[config.mk]
export PLATFORM = sky130hd
export DESIGN_NAME = dac_spi_writer
export DESIGN_NICKNAME = d
export VERILOG_FILES = /design/src/rtl/dac_spi_writer.sv
export SDC_FILE = /design/constraint.sdc
export NUM_CORES = 1
export LEC_CHECK = 0
export CORE_MARGIN = 2
export CORE_UTILIZATION = 35
export CTS_CLUSTER_DIAMETER = 50
export DETAILED_ROUTE_END_ITERATION = 6
export PLACE_DENSITY_LB_ADDON = 0.3
export SLEW_MARGIN = 10
export SYNTH_ARGS = -nofsm -noshare
export SYNTH_HDL_FRONTEND = slang
export SYNTH_SLANG_ARGS = --single-unit
[constraint.sdc]
create_clock -name clk -period 2.3 [get_ports clk]
set_input_delay 0.69 -clock clk [delete_from_list [all_inputs] [get_ports clk]]
set_output_delay 0.69 -clock clk [all_outputs]
set_load 0.01 [all_outputs]
[src/rtl/dac_spi_writer.sv]
// dac_spi_writer: serial writer for a 12-bit DAC with a 16-bit SYNC/SCLK/DIN frame.
// Each accepted write sends one frame {2'b00, mode, value} MSB first.
// SCLK idles high and the DAC samples DIN on its falling edge.
// Each frame is followed by a SYNC-high gap.
// Optional feature macro: DAC_HOLD_REG_EN adds a one-deep hold register.
// That register queues one write that arrives while a frame is in progress.
module dac_spi_writer #(
   parameter int CLK_DIV   = 10,
   parameter int GAP_TICKS = 2
) (
   input  logic        clk,
   input  logic        reset,
   input  logic        write,
   input  logic [11:0] value,
   input  logic [1:0]  mode,
   output logic        cs,
   output logic        sclk,
   output logic        sdi,
   output logic        busy,
   output logic        write_done,
   output logic        pending
);

   localparam int GAP_CYCLES = GAP_TICKS * CLK_DIV;
   localparam int CNT_W      = $clog2(GAP_CYCLES + 1);
   localparam logic [CNT_W-1:0] HALF_LAST = CNT_W'(CLK_DIV - 1);
   localparam logic [CNT_W-1:0] GAP_LAST  = CNT_W'(GAP_CYCLES - 1);

   typedef enum logic [1:0] {
      ST_IDLE  = 2'd0,
      ST_SETUP = 2'd1,
      ST_SHIFT = 2'd2,
      ST_GAP   = 2'd3
   } state_t;

   state_t           state_r;
   logic [CNT_W-1:0] cnt_r;
   logic [3:0]       bit_r;
   logic             low_half_r;
   logic [15:0]      frame_r;
   logic             cs_r;
   logic             sclk_r;
   logic             sdi_r;
   logic             busy_r;
   logic             write_done_r;

   logic [15:0]      port_word_s;
   logic [15:0]      hold_word_s;
   logic             hold_take_s;
   logic [15:0]      start_word_s;

`ifdef DAC_HOLD_REG_EN
   logic [15:0]      hold_r;
   logic             pending_r;
   logic             hold_load_s;

   // Decide whether the queued word starts a frame and whether a write is queued.
   always_comb begin
      hold_word_s = hold_r;
      if (pending_r && ((state_r == ST_IDLE) || ((state_r == ST_GAP) && (cnt_r == GAP_LAST)))) begin
         hold_take_s = 1'b1;
      end else begin
         hold_take_s = 1'b0;
      end
      // A write seen while a frame runs, or while the queued word is being launched, is queued.
      hold_load_s = write && (busy_r || hold_take_s);
   end

   // Hold register: the last write wins, and it clears when its frame is launched.
   always_ff @(posedge clk) begin
      if (reset) begin
         hold_r    <= 16'h0000;
         pending_r <= 1'b0;
      end else if (hold_load_s) begin
         hold_r    <= port_word_s;
         pending_r <= 1'b1;
      end else if (hold_take_s) begin
         hold_r    <= hold_r;
         pending_r <= 1'b0;
      end else begin
         hold_r    <= hold_r;
         pending_r <= pending_r;
      end
   end

   assign pending = pending_r;
`else
   // Without the hold register, writes arriving while busy are simply dropped.
   always_comb begin
      hold_word_s = 16'h0000;
      hold_take_s = 1'b0;
   end

   assign pending = 1'b0;
`endif

   // Frame word sources: the live ports or the queued word.
   always_comb begin
      port_word_s = {2'b00, mode, value};
      if (hold_take_s) begin
         start_word_s = hold_word_s;
      end else begin
         start_word_s = port_word_s;
      end
   end

   // Main sequencer: IDLE -> SETUP -> SHIFT (16 bits, high then low half) -> GAP.
   always_ff @(posedge clk) begin
      if (reset) begin
         state_r      <= ST_IDLE;
         cnt_r        <= '0;
         bit_r        <= 4'd15;
         low_half_r   <= 1'b0;
         frame_r      <= 16'h0000;
         cs_r         <= 1'b1;
         sclk_r       <= 1'b1;
         sdi_r        <= 1'b0;
         busy_r       <= 1'b0;
         write_done_r <= 1'b0;
      end else begin
         write_done_r <= 1'b0;
         case (state_r)
            ST_IDLE: begin
               if (hold_take_s || write) begin
                  state_r    <= ST_SETUP;
                  cnt_r      <= '0;
                  bit_r      <= 4'd15;
                  low_half_r <= 1'b0;
                  frame_r    <= start_word_s;
                  cs_r       <= 1'b0;
                  sclk_r     <= 1'b1;
                  sdi_r      <= start_word_s[15];
                  busy_r     <= 1'b1;
               end else begin
                  cnt_r  <= '0;
                  cs_r   <= 1'b1;
                  sclk_r <= 1'b1;
                  sdi_r  <= 1'b0;
                  busy_r <= 1'b0;
               end
            end
            ST_SETUP: begin
               if (cnt_r == HALF_LAST) begin
                  state_r <= ST_SHIFT;
                  cnt_r   <= '0;
               end else begin
                  cnt_r <= cnt_r + 1'b1;
               end
            end
            ST_SHIFT: begin
               if (cnt_r == HALF_LAST) begin
                  cnt_r <= '0;
                  if (!low_half_r) begin
                     sclk_r     <= 1'b0;
                     low_half_r <= 1'b1;
                  end else if (bit_r == 4'd0) begin
                     state_r      <= ST_GAP;
                     low_half_r   <= 1'b0;
                     cs_r         <= 1'b1;
                     sclk_r       <= 1'b1;
                     sdi_r        <= 1'b0;
                     write_done_r <= 1'b1;
                  end else begin
                     // Data moves only together with SCLK returning high.
                     low_half_r <= 1'b0;
                     sclk_r     <= 1'b1;
                     bit_r      <= bit_r - 4'd1;
                     sdi_r      <= frame_r[bit_r - 4'd1];
                  end
               end else begin
                  cnt_r <= cnt_r + 1'b1;
               end
            end
            ST_GAP: begin
               if (cnt_r == GAP_LAST) begin
                  cnt_r <= '0;
                  if (hold_take_s) begin
                     // Back-to-back frame: busy stays high and there is no IDLE cycle.
                     state_r    <= ST_SETUP;
                     bit_r      <= 4'd15;
                     low_half_r <= 1'b0;
                     frame_r    <= start_word_s;
                     cs_r       <= 1'b0;
                     sclk_r     <= 1'b1;
                     sdi_r      <= start_word_s[15];
                     busy_r     <= 1'b1;
                  end else begin
                     state_r <= ST_IDLE;
                     busy_r  <= 1'b0;
                  end
               end else begin
                  cnt_r <= cnt_r + 1'b1;
               end
            end
            default: begin
               state_r    <= ST_IDLE;
               cnt_r      <= '0;
               bit_r      <= 4'd15;
               low_half_r <= 1'b0;
               cs_r       <= 1'b1;
               sclk_r     <= 1'b1;
               sdi_r      <= 1'b0;
               busy_r     <= 1'b0;
            end
         endcase
      end
   end

   assign cs         = cs_r;
   assign sclk       = sclk_r;
   assign sdi        = sdi_r;
   assign busy       = busy_r;
   assign write_done = write_done_r;

endmodule

# Word-level counts from Yosys, hierarchy flattened

Cells that the tools add are included.
Widths: inputs -> output; s select.

Bits in registers: 31
Input port bits: 17
Word-level logic and storage cells: 79

Add/sub/neg operators: 2
$lt $le $gt $ge: 1
Equal/unequal tests: 12
Muxes and demuxes: 37
Bitwise operators: 3
Reductions and logical operators: 14

Operators with widths:

| kind                | count |
|---|---|
| $mux 1              | 16 |
| $mux 4              | 4 |
| $pmux 5 s3          | 1 |
| $ne 2x2->1 const B  | 7 |
| $mux 2              | 6 |
| $mux 5              | 2 |
| $pmux 1 s2          | 5 |
| $pmux 2 s4          | 1 |
| $pmux 4 s2          | 1 |
| $reduce_and 2->1    | 3 |
| $reduce_and 3->1    | 2 |
| $reduce_and 6->1    | 1 |
| $add 5x1->5 const B | 1 |
| $eq 5x4->1 const B  | 1 |
| $eq 5x5->1 const B  | 1 |
| $lt 4x5->1 const B  | 1 |
| $reduce_and 5->1    | 1 |
| $bmux 1 s4          | 1 |
| $eq 2x2->1 const B  | 2 |
| $logic_not 4->1     | 1 |
| $reduce_and 4->1    | 1 |
| $reduce_bool 2->1   | 2 |
| $reduce_or 4->1     | 1 |
| $sub 4x1->4 const B | 1 |
| 4 further kinds     | 6 |

# Depth between registers and ports, before layout

Gate-level depths: netlist of the first run.

Depth after elaboration: 7
Depth in mapped cells: 7
Gate-level depth less buffers: 7

# Least setup slack after synthesis of the first run

Ideal clock, no wire load.

Kind: register -> register
Start point: register bit_r[0]
End point: register bit_r[2]
Setup time: 0.114 ns
Arrival time: 1.814 ns
Required time: 2.186 ns
Setup slack: 0.372 ns
Cell stages (with the launch flop): 8
Path buffers: 0
Period minus slack after synthesis: 1.928 ns
Cell sequence: dfxtp_1 -> inv_1 -> ha_1 -> or3b_2 -> nand3_1 -> a21oi_1 -> or2_2 -> a21o_1

Word-level cells in the longest chain between the ends: 5
Elaborated cells on any way between the ends: 8

Ends and longest elaborated chain:

| what                     | line | text |
|---|---|---|
| start: declaration       | 38   | `logic [3:0] bit_r;` |
| start signal: assignment | 167  | `bit_r <= bit_r - 4'd1;` |
| $sub 4x1->4              | 167  |  |
| $mux 4                   | 156  | `end else if (bit_r == 4'd0) begin` |
| $mux 4                   | 153  | `if (!low_half_r) begin` |
| $mux 4                   | 151  | `if (cnt_r == HALF_LAST) begin` |
| $pmux 4 s2               | 122  | `case (state_r)` |

Several ways; a longest one is shown, not always the timed one. The select of a mux whose other input is x is not followed.
A chain may end at the register's enable or synchronous reset.

# Final worst setup path of the first run

Same ends and word-level chain as after synthesis.

==> load_flow_metrics.sql, run 1 <==
INSERT INTO impl_metrics (metric_group, metric, value, unit) VALUES
('status', 'status', 'finished clean', ''),
('logic_synthesis', 'seq_area_frac_synth', '41.0', '%'),
('placement', 'gp_congestion', '0.742', ''),
('logic_synthesis', 'synth_enable_flop_cells', '0', ''),
('finish', 'sequential_cell_area', '621', 'um2'),
('finish', 'layout.cells.most_common', 'sky130_fd_sc_hd__nand2_1', ''),
('logic_synthesis', 'async_flop_share', '0', '%'),
('clock_network', 'cts_setup_buffers', '0', ''),
('placement', 'dp_worst_setup_slack', '0.124', 'ns'),
('logic_synthesis', 'syn-instance-count', '173', ''),
('clock_network', 'cts_buffers', '5', ''),
('drt', 'total_iterations_of_the_first_detailed_routing_run', '4', ''),
('floorplanning', 'top_level_ports', '23', ''),
('placement', 'post_detailed_placement_cell_area', '1770', 'um2'),
('global_routing', 'first_pass_grt_wire_length', '5040', 'um'),
('timing', 'fmaxAchievable', '490', 'MHz'),
('drt', 'routedWlPerCell', '11.9', 'um'),
('finish', 'layout.nets', '223', ''),
('drt', 'viasPerCell', '4.85', ''),
('timing', 'setup_viol_count_final', '0', ''),
('floorplanning', 'die-height', '69.7', 'um'),
('worst_setup_path', 'worstSetupStartpointType', 'flip-flop', ''),
('worst_setup_path', 'reg2reg_from', 'bit_r[0]', ''),
('drt', 'detail_route.iter0.violations', '29', ''),
('timing', 'min_period', '2.04', 'ns'),
('timing', 'timing.clock.skew', '0.00406', 'ns'),
('pwr', 'power_leakage', '0.746', 'nW'),
('finish', 'syn_to_final_growth', '25.0', '%'),
('logic_synthesis', 'yosysUniqueCellTypes', '39', ''),
('floorplanning', 'placeableCoreArea', '4090', 'um2'),
('worst_setup_path', 'timing.critical_path.required', '2.49', 'ns'),
('timing', 'final_cycle_share', '88.8', '%'),
('drt', 'detail_route.drc_violations', '0', ''),
('timing', 'timing.final.ws_setup', '0.258', 'ns'),
('placement', 'place.detailed.hpwl', '2100', 'um'),
('worst_setup_path', 'startpoint', 'bit_r[0]', ''),
('timing', 'final.setup.tns', '0', 'ns'),
('clock_network', 'clock_pin_slew_of_the_registers_on_the_worst_case_setup_and_hold_paths', '0.07', 'ns'),
('timing', 'maxSlewViolCount', '0', ''),
('clock_network', 'cts.repair.resized', '0', ''),
('pwr', 'power_density', '948', 'nW/um2'),
('clock_network', 'cts.path.max_buffers', '2', ''),
('worst_setup_path', 'regToRegEndpoint', 'bit_r[2]', ''),
('logic_synthesis', 'postSynth.topFlopCell', 'sky130_fd_sc_hd__dfxtp_1', ''),
('global_routing', 'grt_antenna_before_repair', '0', ''),
('clock_network', 'clock_tree_root', 'sky130_fd_sc_hd__clkbuf_8', ''),
('clock_network', 'clock_tree_from_tritoncts', 'yes', ''),
('logic_synthesis', 'mean_cell_area_of_the_mapped_netlist', '8.74', 'um2'),
('global_routing', 'grt_usage', '13.0', '%'),
('finish', 'num_antenna_cells', '0', ''),
('drt', 'via_count', '1212', ''),
('clock_network', 'clock_latency', '0.29', 'ns'),
('drt', 'final_antenna_net_count', '0', ''),
('logic_synthesis', 'synth-seq-cells', '31', ''),
('floorplanning', 'dieArea', '4860', 'um2'),
('worst_setup_path', 'worstPathMaxFanout', '5', ''),
('finish', 'filler_cell_count', '415', ''),
('hold_path', 'worstHoldPathType', 'flip-flop to flip-flop', ''),
('timing', 'grt_setup_unrepaired', 'no', ''),
('finish', 'final_area', '1890', 'um2'),
('clock_network', 'hold_buf_count_cts', '0', ''),
('job', 'max_cap_violations', '0', ''),
('worst_setup_path', 'worst_r2r_path_cells', '7', ''),
('global_routing', 'grt-ovfl-total', '0', ''),
('worst_setup_path', 'timing.reg2reg.setup_slack', '0.26', 'ns'),
('placement', 'portBuffers', '21', ''),
('floorplanning', 'row_count', '23', ''),
('global_routing', 'number_of_global_route_vias_before_repair', '1131', ''),
('worst_setup_path', 'arrival', '2.23', 'ns'),
('floorplanning', 'die_width', '69.7', 'um'),
('clock_network', 'clock_sinks', '31', '');
==> worst min-delay path by stage <==
stage / slack, ns / cells past startpoint / to / from
CTS: 0.46 / 2 / frame_r[6] / frame_r[6]
global placement: 0.44 / 2 / frame_r[0] / frame_r[0]
global route: 0.48 / 2 / frame_r[13] / frame_r[13]
finish: 0.45 / 2 / frame_r[6] / frame_r[6]
detailed placement: 0.45 / 2 / frame_r[6] / frame_r[6]
floorplan: 0.43 / 2 / frame_r[5] / frame_r[5]
==> power by group <==
group / leakage, nW / switching [W] / total (W) / internal (W)
Combinational: 0.432 / 0.000314 / 0.000563 / 0.000249
Clock: 0.0612 / 0.000213 / 0.000563 / 0.000350
Sequential: 0.253 / 0.0000483 / 0.000666 / 0.000618
==> cell usage after synthesis, drive strengths merged, types with 2 or more instances <==
| master | instances | area [um2] |
|---|---|---|
| a21o | 3 | 22.5 |
| mux2i | 3 | 30.0 |
| ha | 7 | 87.6 |
| and2 | 2 | 13.8 |
| a211oi | 2 | 15.0 |
| nor3 | 4 | 20.0 |
| or2 | 2 | 12.5 |
| xnor2 | 2 | 17.5 |
| a211o | 2 | 17.5 |
| mux4 | 3 | 73.8 |
| dfxtp | 31 | 621 |
| nand4bb | 2 | 22.5 |
| clkbuf | 6 | 42.5 |
| nand3 | 4 | 20.0 |
| o21ai | 5 | 25.0 |
| nor2 | 16 | 60.1 |
| inv | 7 | 26.3 |
| nand2 | 32 | 120 |
| o2bb2ai | 2 | 17.5 |
| xor2 | 3 | 33.8 |
| a21oi | 20 | 100 |
| nand2b | 3 | 18.8 |
==> state kept, by name, indices dropped and copies added, names as in the netlist <==
| name | flops |
|---|---|
| write_done | 1 |
| cnt_r | 5 |
| state_r | 2 |
| sclk | 1 |
| busy | 1 |
| low_half_r | 1 |
| cs | 1 |
| sdi | 1 |
| frame_r | 14 |
| bit_r | 4 |
==> metrics by stage <==
stage / hold WS [ns] / utilization, % / power [W] / instances
2_1_floorplan: 0.432 / - / 0.00109 / 173
3_3_place_gp: 0.443 / 43.4 / 0.00123 / 242
3_5_place_dp: 0.446 / 43.4 / 0.00124 / 242
4_1_cts: 0.455 / 46.3 / 0.00181 / 250
5_1_grt: 0.476 / 46.3 / 0.00192 / 250
6_report: 0.453 / 46.3 / 0.00179 / 250
==> layer usage <==
| layer | vias to the layer above | part of all wire [%] | track usage (%) |
|---|---|---|---|
| met1 | 537 | 50 | 16.5 |
| met2 | 24 | 43 | 19.8 |
| met3 | 6 | 4.3 | 4.94 |
| li1 | 645 | - | - |
| met4 | 0 | 2.0 | 5.77 |
| met5 | - | 0 | 0 |
==> cell families (layout without fill, tap and decap cells) <==
kind of cell	after synthesis	count (layout)	share of synthesized area, %
buffers and inverters	14	41	5.05
AOI/OAI and AO/OA	37	37	14.7
DFF	31	31	41.0
xor gates and xnor gates	5	5	3.39
and+or+nand+nor	72	72	22.9
muxes	6	6	6.87
other	1	1	0.248
adders and majority gates	7	7	5.79
==> area by class of cell <==
type / count / share of cell area, %
inverter: 7 / 1.39
sequential: 31 / 32.8
tap: 50 / 3.31
multi-input combinational: 128 / 43.2
clock buffer: 6 / 4.37
clock inverter: 2 / 1.85
timing repair buffer: 26 / 13.1
==> worst max-delay path: stages (launching register included) <==
cell                      delay (ns)
sky130_fd_sc_hd__dfxtp_1        0.32
sky130_fd_sc_hd__inv_1          0.14
sky130_fd_sc_hd__ha_1           0.28
sky130_fd_sc_hd__or3b_2         0.49
sky130_fd_sc_hd__nand3_1        0.12
sky130_fd_sc_hd__a21oi_1        0.13
sky130_fd_sc_hd__or2_2          0.30
sky130_fd_sc_hd__a21o_1         0.17
Note: power is estimated with default switching activity, not from simulation.
==> run 2: changes to the inputs <==
CTS_CLUSTER_SIZE = 30   (was not set)
==> results of run 2 <==
No change in the layout: final DEF, timing and power equal those of run 1.
